`config.mk`:
```
export PLATFORM = sky130hd
export DESIGN_NAME = datapath_sequencer
export DESIGN_NICKNAME = d
export VERILOG_FILES = /design/src/rtl/datapath_sequencer.sv
export SDC_FILE = /design/constraint.sdc
export NUM_CORES = 1
export LEC_CHECK = 0
export CORE_UTILIZATION = 55
export DETAILED_ROUTE_END_ITERATION = 16
export GPL_TIMING_DRIVEN = 0
export PLACE_DENSITY = 0.85
export SLEW_MARGIN = 25
export SYNTH_ARGS = -nofsm -noshare
export SYNTH_HDL_FRONTEND = slang
export SYNTH_SLANG_ARGS = --single-unit
```
`constraint.sdc`:
```
create_clock -name CLK -period 3.9 [get_ports CLK]
set_input_delay 0.975 -clock CLK [delete_from_list [all_inputs] [get_ports CLK]]
set_output_delay 0.975 -clock CLK [all_outputs]
set_load 0.03 [all_outputs]
```
`src/rtl/datapath_sequencer.sv`:
```
// Instruction sequencer for the 4-register, 4-bit DATAPATH: turns 10-bit
// macro-instructions into one to three 13-bit control words per instruction.
module datapath_sequencer (
   input  logic        CLK,
   input  logic        RST,
   input  logic        InstrValid,
   input  logic [9:0]  Instr,
   input  logic [3:0]  Imm,
   output logic        InstrReady,
   output logic [12:0] ControlWord,
   output logic [3:0]  ConstantIn,
   output logic        Busy,
   output logic        Done,
   output logic        Illegal
);

   localparam int unsigned INSTR_W = 10;
   localparam int unsigned OP_W    = 4;
   localparam int unsigned SEL_W   = 2;
   localparam int unsigned FS_W    = 4;
   localparam int unsigned STEP_W  = 2;

   localparam logic [OP_W-1:0] OP_NOP  = 4'h0;
   localparam logic [OP_W-1:0] OP_MOV  = 4'h1;
   localparam logic [OP_W-1:0] OP_ADD  = 4'h2;
   localparam logic [OP_W-1:0] OP_SUB  = 4'h3;
   localparam logic [OP_W-1:0] OP_INC  = 4'h4;
   localparam logic [OP_W-1:0] OP_DEC  = 4'h5;
   localparam logic [OP_W-1:0] OP_AND  = 4'h6;
   localparam logic [OP_W-1:0] OP_OR   = 4'h7;
   localparam logic [OP_W-1:0] OP_XOR  = 4'h8;
   localparam logic [OP_W-1:0] OP_NOT  = 4'h9;
   localparam logic [OP_W-1:0] OP_ADDI = 4'hA;
   localparam logic [OP_W-1:0] OP_LDI  = 4'hB;
   localparam logic [OP_W-1:0] OP_LD   = 4'hC;
   localparam logic [OP_W-1:0] OP_CLR  = 4'hD;
   localparam logic [OP_W-1:0] OP_SWAP = 4'hE;
   localparam logic [OP_W-1:0] OP_ILL  = 4'hF;

   // FS = {Cin, S2, S1, S0}
   localparam logic [FS_W-1:0] FS_PASS = 4'b0000;
   localparam logic [FS_W-1:0] FS_ADD  = 4'b0001;
   localparam logic [FS_W-1:0] FS_SUB  = 4'b1010;
   localparam logic [FS_W-1:0] FS_INC  = 4'b1000;
   localparam logic [FS_W-1:0] FS_DEC  = 4'b0011;
   localparam logic [FS_W-1:0] FS_AND  = 4'b0100;
   localparam logic [FS_W-1:0] FS_OR   = 4'b0101;
   localparam logic [FS_W-1:0] FS_XOR  = 4'b0110;
   localparam logic [FS_W-1:0] FS_NOT  = 4'b0111;

   typedef struct packed {
      logic             rw;
      logic             md;
      logic [FS_W-1:0]  fs;
      logic             mb;
      logic [SEL_W-1:0] ba;
      logic [SEL_W-1:0] aa;
      logic [SEL_W-1:0] da;
   } cw_t;

   typedef enum logic {IDLE, RUN} state_t;

   state_t              state;
   logic [STEP_W-1:0]   step;
   logic [STEP_W-1:0]   step_nxt;
   logic [INSTR_W-1:0]  cur_instr;
   cw_t                 cw_q;
   logic                accept;

   // Index of the final step: LDI has two steps, SWAP three, everything else one.
   function automatic logic [STEP_W-1:0] last_step(input logic [OP_W-1:0] op);
      case (op)
         OP_LDI:  return 2'd1;
         OP_SWAP: return 2'd2;
         default: return 2'd0;
      endcase
   endfunction

   // Control word for a given instruction and step.
   function automatic cw_t decode(input logic [INSTR_W-1:0] ins,
                                  input logic [STEP_W-1:0]  stp);
      cw_t              w;
      logic [OP_W-1:0]  op;
      logic [SEL_W-1:0] rd;
      logic [SEL_W-1:0] ra;
      logic [SEL_W-1:0] rb;
      op   = ins[9:6];
      rd   = ins[5:4];
      ra   = ins[3:2];
      rb   = ins[1:0];
      w.rw = 1'b1;
      w.md = 1'b0;
      w.fs = FS_PASS;
      w.mb = 1'b0;
      w.ba = rb;
      w.aa = ra;
      w.da = rd;
      case (op)
         OP_NOP:  w.rw = 1'b0;
         OP_MOV:  w.fs = FS_PASS;
         OP_ADD:  w.fs = FS_ADD;
         OP_SUB:  w.fs = FS_SUB;
         OP_INC:  w.fs = FS_INC;
         OP_DEC:  w.fs = FS_DEC;
         OP_AND:  w.fs = FS_AND;
         OP_OR:   w.fs = FS_OR;
         OP_XOR:  w.fs = FS_XOR;
         OP_NOT:  w.fs = FS_NOT;
         OP_ADDI: begin
            w.fs = FS_ADD;
            w.mb = 1'b1;
         end
         OP_LDI: begin
            // Clear RD, then OR the constant into it.
            w.aa = rd;
            if (stp == 2'd0) begin
               w.fs = FS_XOR;
               w.ba = rd;
            end else begin
               w.fs = FS_OR;
               w.mb = 1'b1;
            end
         end
         OP_LD:   w.md = 1'b1;
         OP_CLR: begin
            w.fs = FS_XOR;
            w.aa = rd;
            w.ba = rd;
         end
         OP_SWAP: begin
            // XOR swap; with RD==RA it would zero the register, so writes are suppressed.
            w.fs = FS_XOR;
            w.rw = (rd != ra);
            if (stp == 2'd1) begin
               w.da = ra;
               w.aa = ra;
               w.ba = rd;
            end else begin
               w.aa = rd;
               w.ba = ra;
            end
         end
         OP_ILL:  w.rw = 1'b0;
         default: w.rw = 1'b0;
      endcase
      return w;
   endfunction

   assign step_nxt    = step + 2'd1;
   assign InstrReady  = !RST && ((state == IDLE) || (step == last_step(cur_instr[9:6])));
   assign accept      = InstrValid && InstrReady;
   assign ControlWord = cw_q;

   // Sequencer state and registered control outputs.
   always_ff @(posedge CLK) begin
      if (RST) begin
         state      <= IDLE;
         step       <= '0;
         cur_instr  <= '0;
         cw_q       <= '0;
         ConstantIn <= '0;
         Busy       <= 1'b0;
         Done       <= 1'b0;
         Illegal    <= 1'b0;
      end else if (accept) begin
         state      <= RUN;
         step       <= '0;
         cur_instr  <= Instr;
         cw_q       <= decode(Instr, 2'd0);
         ConstantIn <= Imm;
         Busy       <= (last_step(Instr[9:6]) != 2'd0);
         Done       <= (last_step(Instr[9:6]) == 2'd0);
         Illegal    <= (Instr[9:6] == OP_ILL);
      end else if ((state == RUN) && (step != last_step(cur_instr[9:6]))) begin
         step       <= step_nxt;
         cw_q       <= decode(cur_instr, step_nxt);
         Busy       <= (step_nxt != last_step(cur_instr[9:6]));
         Done       <= (step_nxt == last_step(cur_instr[9:6]));
         Illegal    <= 1'b0;
      end else begin
         state      <= IDLE;
         step       <= '0;
         cw_q       <= '0;
         Busy       <= 1'b0;
         Done       <= 1'b0;
         Illegal    <= 1'b0;
      end
   end

endmodule

```
# --- After elaboration in Yosys (flattened, before gate mapping) ---
# Index checks and enable logic that the tools add are counted.
word_totals:
  inputBits: 17
  register_bits: 33
  elab_cells: 106
  out_inout_bits: 21
classes:
  eq_ne: 36
  muxes: 33
  n_reduce_logical: 19
  bitwise: 3
  addsub: 1
ops:
  columns: ["op", "n"]
  rows:
  - ["equality test 4 bit (second input constant)", 16]
  - ["case mux 4 bit (9 select lines)", 1]
  - ["equality test 4 x 3 -> 1 bit (second input constant)", 8]
  - ["case mux 4 bit (8 select lines)", 1]
  - ["2-to-1 mux 13 bit", 2]
  - ["2-to-1 mux 2 bit", 11]
  - ["equality test 4 x 2 -> 1 bit (second input constant)", 4]
  - ["case mux 4 bit (3 select lines)", 1]
  - ["OR reduction 2 bit", 6]
  - ["2-to-1 mux 1 bit", 10]
  - ["logical NOT 4 bit", 2]
  - ["!= test 2 bit", 4]
  - ["case mux 2 bit (2 select lines)", 2]
  - ["case mux 4 bit (2 select lines)", 1]
  - ["case mux 1 bit (2 select lines)", 3]
  - ["OR reduction 3 bit", 2]
  - ["equality test 2 bit", 2]
  - ["logical NOT 2 bit", 2]
  - ["2-to-1 mux 4 bit", 1]
  - ["OR reduction 4 bit", 1]
  - ["logical AND 1 bit", 3]
  - ["NOT 1 bit", 3]
  - ["adder 2 x 1 -> 2 bit (second input constant)", 1]
  - ["equality test 2 x 1 -> 1 bit (second input constant)", 1]
  - ["4 further kinds", 4]

# --- Longest topological paths before layout ---
# Gate-level depths: netlist of run 1.
logic_depth:
  ltp_word: 16
  depth_mapped: 8
  ltp_nobuf: 7

# --- Worst setup path before layout of run 1 ---
# OpenSTA, ideal clock, no wires.
synth_timing:
  kind: "input -> output"
  startpoint: "in RST"
  endpoint: "out InstrReady"
  required_ns: 2.925
  setup_slack_ns: 1.164
  path_buffers: 1
  path_stages: 2
  arrival_ns: 1.761
  path_cell_list: "clkbuf_1 -> a31oi_1"
synth_between:
  elab_chain_cells: 2
synth_lines:
  columns: ["element", "line", "rtl"]
  rows:
  - ["start, declared", "5", "input logic RST,"]
  - ["logical NOT 1 bit", "150", "assign InstrReady = !RST && ((state == IDLE) || (step == last_step(cur_instr[9:6])));"]
  - ["logical AND 1 bit", "150", null]
  - ["end, declared", "9", "output logic InstrReady,"]
# Every way passes these cells.

# --- Final worst setup path of run 1 ---
# Same ends and word-level chain as after synthesis.

==> flow_summary.toml, run 1 <==
[setup_path]
timing.critical_path.from_type = "input port"
path_delay_family = "buffers and inverters"
worst_setup_path_end_kind = "output port"
critPathMaxStageDelay_ps = 710
critical_path_cell_by_cell = "clkbuf_1 -> a31oi_1 -> clkdlybuf4s50_1"
crit_required_ps = 2920
cp.arrival_ps = 2190
crit_path_max_fanout = 10
crit_type = "in2out"
critPathSlowestCell = "clkdlybuf4s50_1"
number_of_buffer_and_inverter_instances_along_the_worst_setup_path = 2

[final_layout]
filler_instances = 289
final_layout_size_suffix_gt1_frac = 0.0800
layout.nets = 293
syn_to_final_growth_pct = 24.5
number_of_antenna_cells_inserted = 0
final-seq-area_um2 = 661
multi_input_area_um2 = 1060

[sta]
timing_worst_slew_pin_value_ps = 619
fin_crit_sh = 0.812
postLayoutSetupSlackWorst_ps = 735
final.hold.worst_slack_ps = 455
rsz0062_at_grt = "no"
finalMaxSlewViolations = 0
fin_worst_skew_ps = 14.8
tns_ps = 0
timing.fmax_mhz = 316
final-hold-violation-count = 0
final_period_minus_worst_setup_slack_ps = 3160
setup_viol = 0
slew_headroom = 0.584

[placement]
finalWeightedCongestion = 0.937
io_buffer_count = 34
pre_cts_slack_ps = 742
hpwl_after_detailed_placement_um = 3370

[synthesis]
post_synth_and_or_nand_nor_area_fraction = 0.238
synthArstFlopShare = 0
fraction_of_the_mapped_netlist_area_in_adder_cells = 0.0136
synth-seq-area-share = 0.359
synthXorXnorAreaFrac = 0.0334
synth.distinct_cells = 45
synth_enable_flop_cells = 0
synth.top_cells.by_area = "dfxtp_1, nand2_1, a21oi_1"
synth_warnings = 0
postSynth.topFlopCell = "dfxtp_1"
mappedNetlistNets = 252
yosys-mux-area-fraction = 0.0442
synth_compound_area_frac = 0.245
mean_syn_cell_area_um2 = 7.89
synth.top_cell.area_share = 0.359
number_of_flip_flops_and_latches_in_the_synthesized_netlist = 33
yosys.area.top_type = "dfxtp_1"
synth_top_family_by_area = "compound AO/OA/AOI/OAI gates"
syn-instance-count = 233
synth_area_um2 = 1840

[clocking]
numClockSinks = 33
buffers_from_clock_root_to_sink_at_most = 2
clk_pin_slew_ps = 100
tritoncts = "yes"
cts_made_buffers = 5
holdBufCountCts = 0
h_tree_lvls = 2
clk_root_buffer_cell = "clkbuf_4"
ctsResizeCount = 0
clk_latency_ps = 340
post-cts-setup-buffers = 0

[global_routing]
globalRouteOverflowTotal = 0
first_global_vias = 1616
global_route_wire_length_before_repair_um = 7430
grt_antenna_before_repair = 0
grt_util_all_layers = 0.283
largest_net_degree_at_the_start_of_global_routing = 12

[die]
boundaryPins = 38
placeableCoreArea_um2 = 3100
floorplan.rows = 20
initial_utilization = 0.592
area_of_the_die_um2 = 3580
die-height_um = 59.8
die_x_um = 59.8

[power_and_ir_drop]
power_consumption_uw = 712
power.static_leakage_uw = 0.000864
clockPowerShare = 0.268
worst_ir_drop_vdd_mv = 0.225
p_seq_frac = 0.509
share_comb_of_total_power = 0.223
power.density_nw_per_um2 = 311
power_switching_uw = 224
internal_power_uw = 489
sw_frac_of_total = 0.314

[routing]
detail_route.drc_violations = 0
route.vias.total = 1813
wl_per_cell_um = 14.5
drt_pass_1_iters = 5
route.antenna.remaining_nets = 0
drtIter0Drc = 81
vias_per_cell = 5.68
postRouteWirelength_um = 4610

[worst_hold_path]
hp-class = "reg2reg"

[outcome]
outcome = "finished clean"

[flow_run]
max_cap_viol_count = 0
## power groups by stage
stage                     combinational, µW  clock (µW)  sequential, µW
final                                   159         191             363
after global routing                    172         208             365
after global placement                  155           0             370
after CTS                               158         193             363
after detailed placement                157           0             370
after floorplan                        83.6           0             388
## cell usage after synthesis (2+ instances only)
master,count
xnor2_1,3
nand4_1,3
nand2b_1,10
o31ai_1,2
o22ai_1,9
a21oi_1,19
nand2_1,41
buf_6,2
nand3_1,8
a221oi_1,2
nor2_1,15
xor2_1,4
o21ai_0,12
clkbuf_1,9
o21ai_1,5
nor2b_1,2
ha_1,2
a32o_1,2
nor3_1,2
a31oi_1,3
o21a_1,2
buf_2,4
inv_1,9
dfxtp_1,33
mux2i_1,7
o32ai_1,2
nand3b_1,2
and4bb_1,2
## cell families (layout without fill, tap and decap cells)
| logic type | after synthesis | after routing |
|---|---|---|
| mux | 8 | 8 |
| flops | 33 | 33 |
| simple gates | 90 | 90 |
| buf+inv | 26 | 68 |
| compound gates | 67 | 67 |
| xor+xnor | 7 | 7 |
| fa+ha+maj | 2 | 2 |
## state kept, by name (all words and copies together) (netlist names)
name	flops
cur_instr	10
Done	1
ConstantIn	4
Busy	1
ControlWord	13
step	2
Illegal	1
state	1
## cell type report
class / instances / share of cell area
well taps: 44 / 0.0241
repair buffers: 34 / 0.149
clock inverters: 3 / 0.00765
flip-flops and latches: 33 / 0.289
clock buffers: 5 / 0.0164
multi-input cells: 174 / 0.461
plain buffers: 17 / 0.0383
inverters: 9 / 0.0148
## per-stage QoR
stage | cell area [µm²] | util | instances
6_report | 2290 | 0.738 | 319
5_1_grt | 2290 | 0.738 | 319
4_1_cts | 2290 | 0.738 | 319
3_5_place_dp | 2230 | 0.720 | 311
3_3_place_gp | 2230 | 0.720 | 311
2_1_floorplan | 1840 | - | 233
## worst reg2reg max path: stages, from the launching register on
cell     delay, ps
dfxtp_1        450
inv_1          120
ha_1           240
nor4b_1        560
a31oi_1        170
mux2i_1        230
o22ai_1        130
## metal layers
layer | vias to the layer above | global-route usage | wire, µm
met5 | - | 0 | 0
met4 | 0 | 0.113 | 106
met3 | 11 | 0.0563 | 301
met2 | 67 | 0.462 | 2210
met1 | 831 | 0.363 | 2000
li1 | 904 | - | -
## path summary, 6_finish.rpt
path / slack [ps] / to / startpoint / depth (start not counted)
setup / recovery: 740 / InstrReady / RST / 3
hold / removal: 460 / ConstantIn[0] / ConstantIn[0] / 2
setup reg to reg: 1860 / ControlWord[2] / step[0] / 6
hold reg to reg: 460 / ConstantIn[0] / ConstantIn[0] / 2
## placed cells by master, fill, tap and decap left out, drive strengths merged, types with 2 or more instances in the layout
cell | synthesis | routed
nand2 | 42 | 42
clkdlybuf4s50 | 0 | 34
dfxtp | 33 | 33
a21oi | 19 | 19
o21ai | 17 | 17
nor2 | 15 | 15
clkbuf | 9 | 14
nand2b | 10 | 10
inv | 9 | 9
o22ai | 9 | 9
nand3 | 8 | 8
buf | 8 | 8
mux2i | 7 | 7
xor2 | 4 | 4
xnor2 | 3 | 3
a31oi | 3 | 3
nand4 | 3 | 3
o32ai | 3 | 3
and4bb | 2 | 2
o31ai | 2 | 2
nor2b | 2 | 2
nor3 | 2 | 2
a32o | 2 | 2
nand3b | 2 | 2
o21a | 2 | 2
a221oi | 2 | 2
ha | 2 | 2
clkinv | 0 | 2
No activity file was read; power rests on OpenSTA's default activity.
==> inputs of run 2 (changes only) <==
--- a/config.mk
+++ b/config.mk
@@ -5,10 +5,10 @@
 export SDC_FILE = /design/constraint.sdc
 export NUM_CORES = 1
 export LEC_CHECK = 0
-export CORE_UTILIZATION = 55
+export CORE_UTILIZATION = 46
 export DETAILED_ROUTE_END_ITERATION = 16
 export GPL_TIMING_DRIVEN = 0
-export PLACE_DENSITY = 0.85
+export PLACE_DENSITY = 0.76
 export SLEW_MARGIN = 25
 export SYNTH_ARGS = -nofsm -noshare
 export SYNTH_HDL_FRONTEND = slang
==> constraint.sdc (replaced) <==
create_clock -name CLK -period 2.9 [get_ports CLK]
set_input_delay 0.725 -clock CLK [delete_from_list [all_inputs] [get_ports CLK]]
set_output_delay 0.725 -clock CLK [all_outputs]
set_load 0.03 [all_outputs]
==> run 2 against run 1 <==
Compared with the run above:
- combinational power is 34% higher
- hold slack worse by 9.0 ps
- count of clock-buffer cells in the layout is 2 higher
- flip-flop and latch count stayed put
- first-iteration DRC count is 49% higher
- register-to-register slack worse by 1100 ps
- design area is 3.0% higher
- wire length is 0.91% higher
- critical path depth is 2 higher
- utilization is 11 points lower
- largest cell class unchanged
- highest routed layer unchanged
==> flow_summary.toml, run 2 (synthesis gave the netlist of run 1 again) <==
[global_routing]
first_global_vias = 1648
grt_util_all_layers = 0.231
grtUsageMet2 = 0.363
largest_net_degree_at_the_start_of_global_routing = 11
busiest_layer = "met2"
grt_antenna_before_repair = 0
global_route_wire_length_before_repair_um = 7370
grt_use_met3 = 0.0590
globalRouteOverflowTotal = 0
grt_util_met1 = 0.294

[power_and_ir_drop]
p_seq_frac = 0.429
power.static_leakage_uw = 0.000901
sw_frac_of_total = 0.258
share_comb_of_total_power = 0.187
worst_ir_drop_vdd_mv = 0.342
power.density_nw_per_um2 = 484
power_switching_uw = 294
internal_power_uw = 846
clockPowerShare = 0.384

[routing]
vias_per_cell = 5.59
postRouteWirelength_um = 4650
drtIter0Drc = 121
route.antenna.remaining_nets = 0
detail_route.drc_violations = 0
drt_pass_1_iters = 4
route.vias.total = 1806
wl_per_cell_um = 14.4

[sta]
slew_headroom = 0.530
final.hold.worst_slack_ps = 446
tns_ps = 0
final-hold-violation-count = 0
timing_worst_slew_pin_value_ps = 696
fin_crit_sh = 0.837
rsz0062_at_grt = "no"
final_period_minus_worst_setup_slack_ps = 2430
fin_worst_skew_ps = 5.61
setup_viol = 0
timing.fmax_mhz = 412
finalMaxSlewViolations = 0

[final_layout]
filler_instances = 354
number_of_antenna_cells_inserted = 0
largest_register_ff_count = 13
final_core_util = 0.630
syn_to_final_growth_pct = 28.3
final_common_cell = "nand2_1"
number_of_non_filler_instances_in_the_completed_layout = 323
layout.nets = 293
layout_common_cells = "nand2_1, dfxtp_1, clkdlybuf4s50_1"
final_layout_size_suffix_gt1_frac = 0.0764
finalInstanceArea_um2 = 2360

[clocking]
buffers_from_clock_root_to_sink_at_most = 2
numClockSinks = 33
holdBufCountCts = 0
tritoncts = "yes"
clk_root_buffer_cell = "clkbuf_8"
h_tree_lvls = 2
clk_pin_slew_ps = 70
clk_latency_ps = 280
cts_made_buffers = 5

[setup_path]
timing.critical_path.from_type = "register"
crit_type = "reg2out"
cp.arrival_ps = 1700
timing.rr.start = "step[0]"
worst_setup_path_end_kind = "output port"
crit_path_max_fanout = 10
cp-startpoint = "cur_instr[8]"
crit_required_ps = 2170
critical_path_cell_by_cell = "buf_2 -> xnor2_1 -> o211ai_2 -> a31oi_1 -> dlymetal6s2s_1"
critPathMaxStageDelay_ps = 330
critPathSlowestCell = "dlymetal6s2s_1"

[die]
boundaryPins = 38
placeableCoreArea_um2 = 3740
die_x_um = 65.2
die-height_um = 65.2
initial_utilization = 0.491
area_of_the_die_um2 = 4250
floorplan.rows = 22

[placement]
finalWeightedCongestion = 0.922
hpwl_after_detailed_placement_um = 3420
placed_cells = 315
io_buffer_count = 34
placement.cell_area_um2 = 2240

[outcome]
outcome = "finished clean"

[worst_hold_path]
hp-class = "reg2reg"
worstHoldStart = "ConstantIn[0]"

[flow_run]
max_cap_viol_count = 0
==> run 2: cell types whose count changed in the layout (fill, tap and decap cells not counted), sizes merged <==
| cell | before | now |
|---|---|---|
| bufinv | 0 | 1 |
| clkbuf | 14 | 16 |
| clkdlybuf4s50 | 34 | 33 |
| clkinv | 2 | 0 |
| clkinvlp | 1 | 0 |
| dlymetal6s2s | 0 | 1 |
==> run 2: through the flow <==
step                      setup WS (ps)  total power [µW]
final                               473              1140
after CTS                          53.9              1150
after floorplan                     664               634
after global placement              233               708
after detailed placement            230               710
after global routing                324              1200
==> run 2: timing repair <==
item / in CTS / in global routing
buffers inserted: 0 / 0
gates resized for setup: 0 / 1
setup endpoints to repair: 0 / 1
==> run 2: final timing paths <==
path	to	slack (ps)	depth (start not counted)
max	InstrReady	470	5
min	ConstantIn[0]	450	2
max reg2reg	ControlWord[2]	810	6
min reg2reg	ConstantIn[0]	450	2
==> run 2: power by group through the flow <==
stage	logic, µW	registers (µW)	clock network [µW]
floorplan	112	521	0
global placement	210	498	0
detailed placement	211	499	0
CTS	212	489	449
global route	231	491	474
finish	213	489	438
==> run 2: routing by layer <==
metal / up-vias / routed length [µm]
li1: 904 / -
met1: 813 / 2100
met2: 78 / 2150
met3: 11 / 298
met4: 0 / 109
met5: - / 0
==> run 2: final cells by class <==
| cell class | instances | area (µm²) | share of cell area |
|---|---|---|---|
| clock inverter | 1 | 30.0 | 0.0127 |
| multi-input combinational | 174 | 1060 | 0.448 |
| clock buffer | 7 | 86.3 | 0.0366 |
| sequential | 33 | 661 | 0.280 |
| timing repair buffer | 34 | 343 | 0.145 |
| buffer | 17 | 87.6 | 0.0372 |
| inverter | 9 | 33.8 | 0.0143 |
| tap | 48 | 60.1 | 0.0255 |
==> run 2: critical path: cells and delay by family, from the launching register on <==
family	cells	cell delay [ps]
buffers and inverters	2	500
XOR/XNOR	1	220
AO/OA/AOI/OAI	2	420
flip-flops	1	300
==> inputs of run 3 (changes only) <==
==> constraint.sdc (replaced) <==
create_clock -name CLK -period 2.05 [get_ports CLK]
set_input_delay 0.5125 -clock CLK [delete_from_list [all_inputs] [get_ports CLK]]
set_output_delay 0.5125 -clock CLK [all_outputs]
set_load 0.03 [all_outputs]
==> run 3 against run 2 <==
Compared with the run above:
- design area grew 3.6%
- final cell count grew 0.62%
- highest routed layer unchanged
- critical endpoint unchanged
- power grew 43%
- critical path depth is the same
- first-iteration DRC count shrank 13%
- utilization grew 2.2 points
==> flow_summary.toml, run 3 (synthesis gave the netlist of run 1 again) <==
[clocking]
clk_pin_slew_ps = 70
holdBufCountCts = 0
tritoncts = "yes"
clk_latency_ps = 290
cts_made_buffers = 5
buffers_from_clock_root_to_sink_at_most = 2
numClockSinks = 33
h_tree_lvls = 2
clk_root_buffer_cell = "clkbuf_8"

[outcome]
outcome = "finished clean"

[die]
boundaryPins = 38
floorplan.rows = 22
area_of_the_die_um2 = 4250
placeableCoreArea_um2 = 3740
die-height_um = 65.2
initial_utilization = 0.491
die_x_um = 65.2

[routing]
detail_route.drc_violations = 0
vias_per_cell = 5.62
wl_per_cell_um = 14.6
route.vias.total = 1826
route.antenna.remaining_nets = 0
drtIter0Drc = 105
drt_pass_1_iters = 4
postRouteWirelength_um = 4750

[final_layout]
number_of_non_filler_instances_in_the_completed_layout = 325
final_core_util = 0.652
finalInstanceArea_um2 = 2440
final_layout_size_suffix_gt1_frac = 0.116
final_common_cell = "nand2_1"
syn_to_final_growth_pct = 32.8
number_of_antenna_cells_inserted = 0
largest_register_ff_count = 13
layout_common_cells = "nand2_1, clkdlybuf4s50_1, dfxtp_1"
layout.nets = 295

[global_routing]
grt_antenna_before_repair = 0
first_global_vias = 1648
globalRouteOverflowTotal = 0
global_route_wire_length_before_repair_um = 7390
grt_util_all_layers = 0.231
largest_net_degree_at_the_start_of_global_routing = 11

[setup_path]
cp.arrival_ps = 1510
crit_type = "reg2out"
worst_r2r_path_depth = 8
timing.rr.start = "cur_instr[8]"
timing.critical_path.from_type = "register"
crit_path_max_fanout = 6
reg_to_reg_slack_setup_ps = 140
cp-startpoint = "cur_instr[8]"
crit_required_ps = 1540
r2r-end = "cur_instr[8]"
worst_setup_path_end_kind = "output port"

[sta]
timing_worst_slew_pin_value_ps = 656
fin_worst_skew_ps = 7.46
setup_viol = 0
final_period_minus_worst_setup_slack_ps = 2020
final-hold-violation-count = 0
timing.fmax_mhz = 495
postLayoutSetupSlackWorst_ps = 30.1
finalMaxSlewViolations = 0
tns_ps = 0
rsz0062_at_grt = "yes"
fin_crit_sh = 0.985
slew_headroom = 0.559

[flow_run]
max_cap_viol_count = 0

[placement]
finalWeightedCongestion = 0.922
placed_cells = 315
io_buffer_count = 34
hpwl_after_detailed_placement_um = 3420
pre_cts_slack_ps = -260
placement.cell_area_um2 = 2240

[power_and_ir_drop]
sw_frac_of_total = 0.261
share_comb_of_total_power = 0.195
worst_ir_drop_vdd_mv = 0.483
clockPowerShare = 0.381
p_seq_frac = 0.424
power.static_leakage_uw = 0.000916
power.density_nw_per_um2 = 670
internal_power_uw = 1210
power_switching_uw = 427

[worst_hold_path]
whs_endpoint = "ConstantIn[0]"
min_path_cells = 2
hp-class = "reg2reg"
worstHoldStart = "ConstantIn[0]"
==> run 3: changes by cell type in the layout (fill, tap and decap cells not counted), moves of 2 or more <==
cell      previous run  this run
dfxtp_2              0         2
buf_4                1         3
buf_6                2         4
clkbuf_1            10         7
clkbuf_2             0         2
dfxtp_1             33        31
==> run 3: cell type report <==
type,instances,area (µm²)
Buffer,17,96.3
Clock inverter,1,30.0
Clock buffer,7,86.3
Fill cell,343,1300
Tap cell,48,60.1
Multi-Input combinational cell,174,1110
Sequential cell,33,663
Inverter,9,33.8
Timing Repair Buffer,36,357
==> run 3: power groups by stage <==
stage	Sequential, µW	Combinational, µW	Clock [µW]
after floorplan	738	159	0
after CTS	693	305	635
final	693	319	623
after global placement	705	297	0
after detailed placement	706	298	0
after global routing	695	344	670
==> run 3: worst max path at each step <==
stage / cells past startpoint / end / slack, ps
after floorplan: 4 / InstrReady / 110
after global placement: 4 / InstrReady / -260
after detailed placement: 5 / InstrReady / -260
after CTS: 4 / InstrReady / 1
after global routing: 5 / InstrReady / -10
final: 5 / InstrReady / 30
==> run 3: critical path, stage by stage (launching register included) <==
cell and delay, ps:
dfxtp_2 320, buf_6 130, and4bb_1 310, o21bai_4 120, a31oi_4 190, buf_6 150
==> run 3: metal layers <==
layer  share of wire  routed length, µm  global-route usage
met5               0                  0                   0
met4           0.029                139               0.103
met3           0.052                248              0.0521
met2            0.47               2210               0.367
met1            0.45               2150               0.298
==> run 3: stage by stage <==
stage	hold slack [ps]	total power [µW]
2_1_floorplan	429	897
3_3_place_gp	437	1000
3_5_place_dp	444	1000
4_1_cts	451	1630
5_1_grt	463	1710
6_report	448	1640
==> run 3: timing repair <==
item / CTS / global route
setup buffers: 0 / 2
setup endpoints to repair: 1 / 9
resized for setup: 15 / 10
pin swaps: 3 / 4
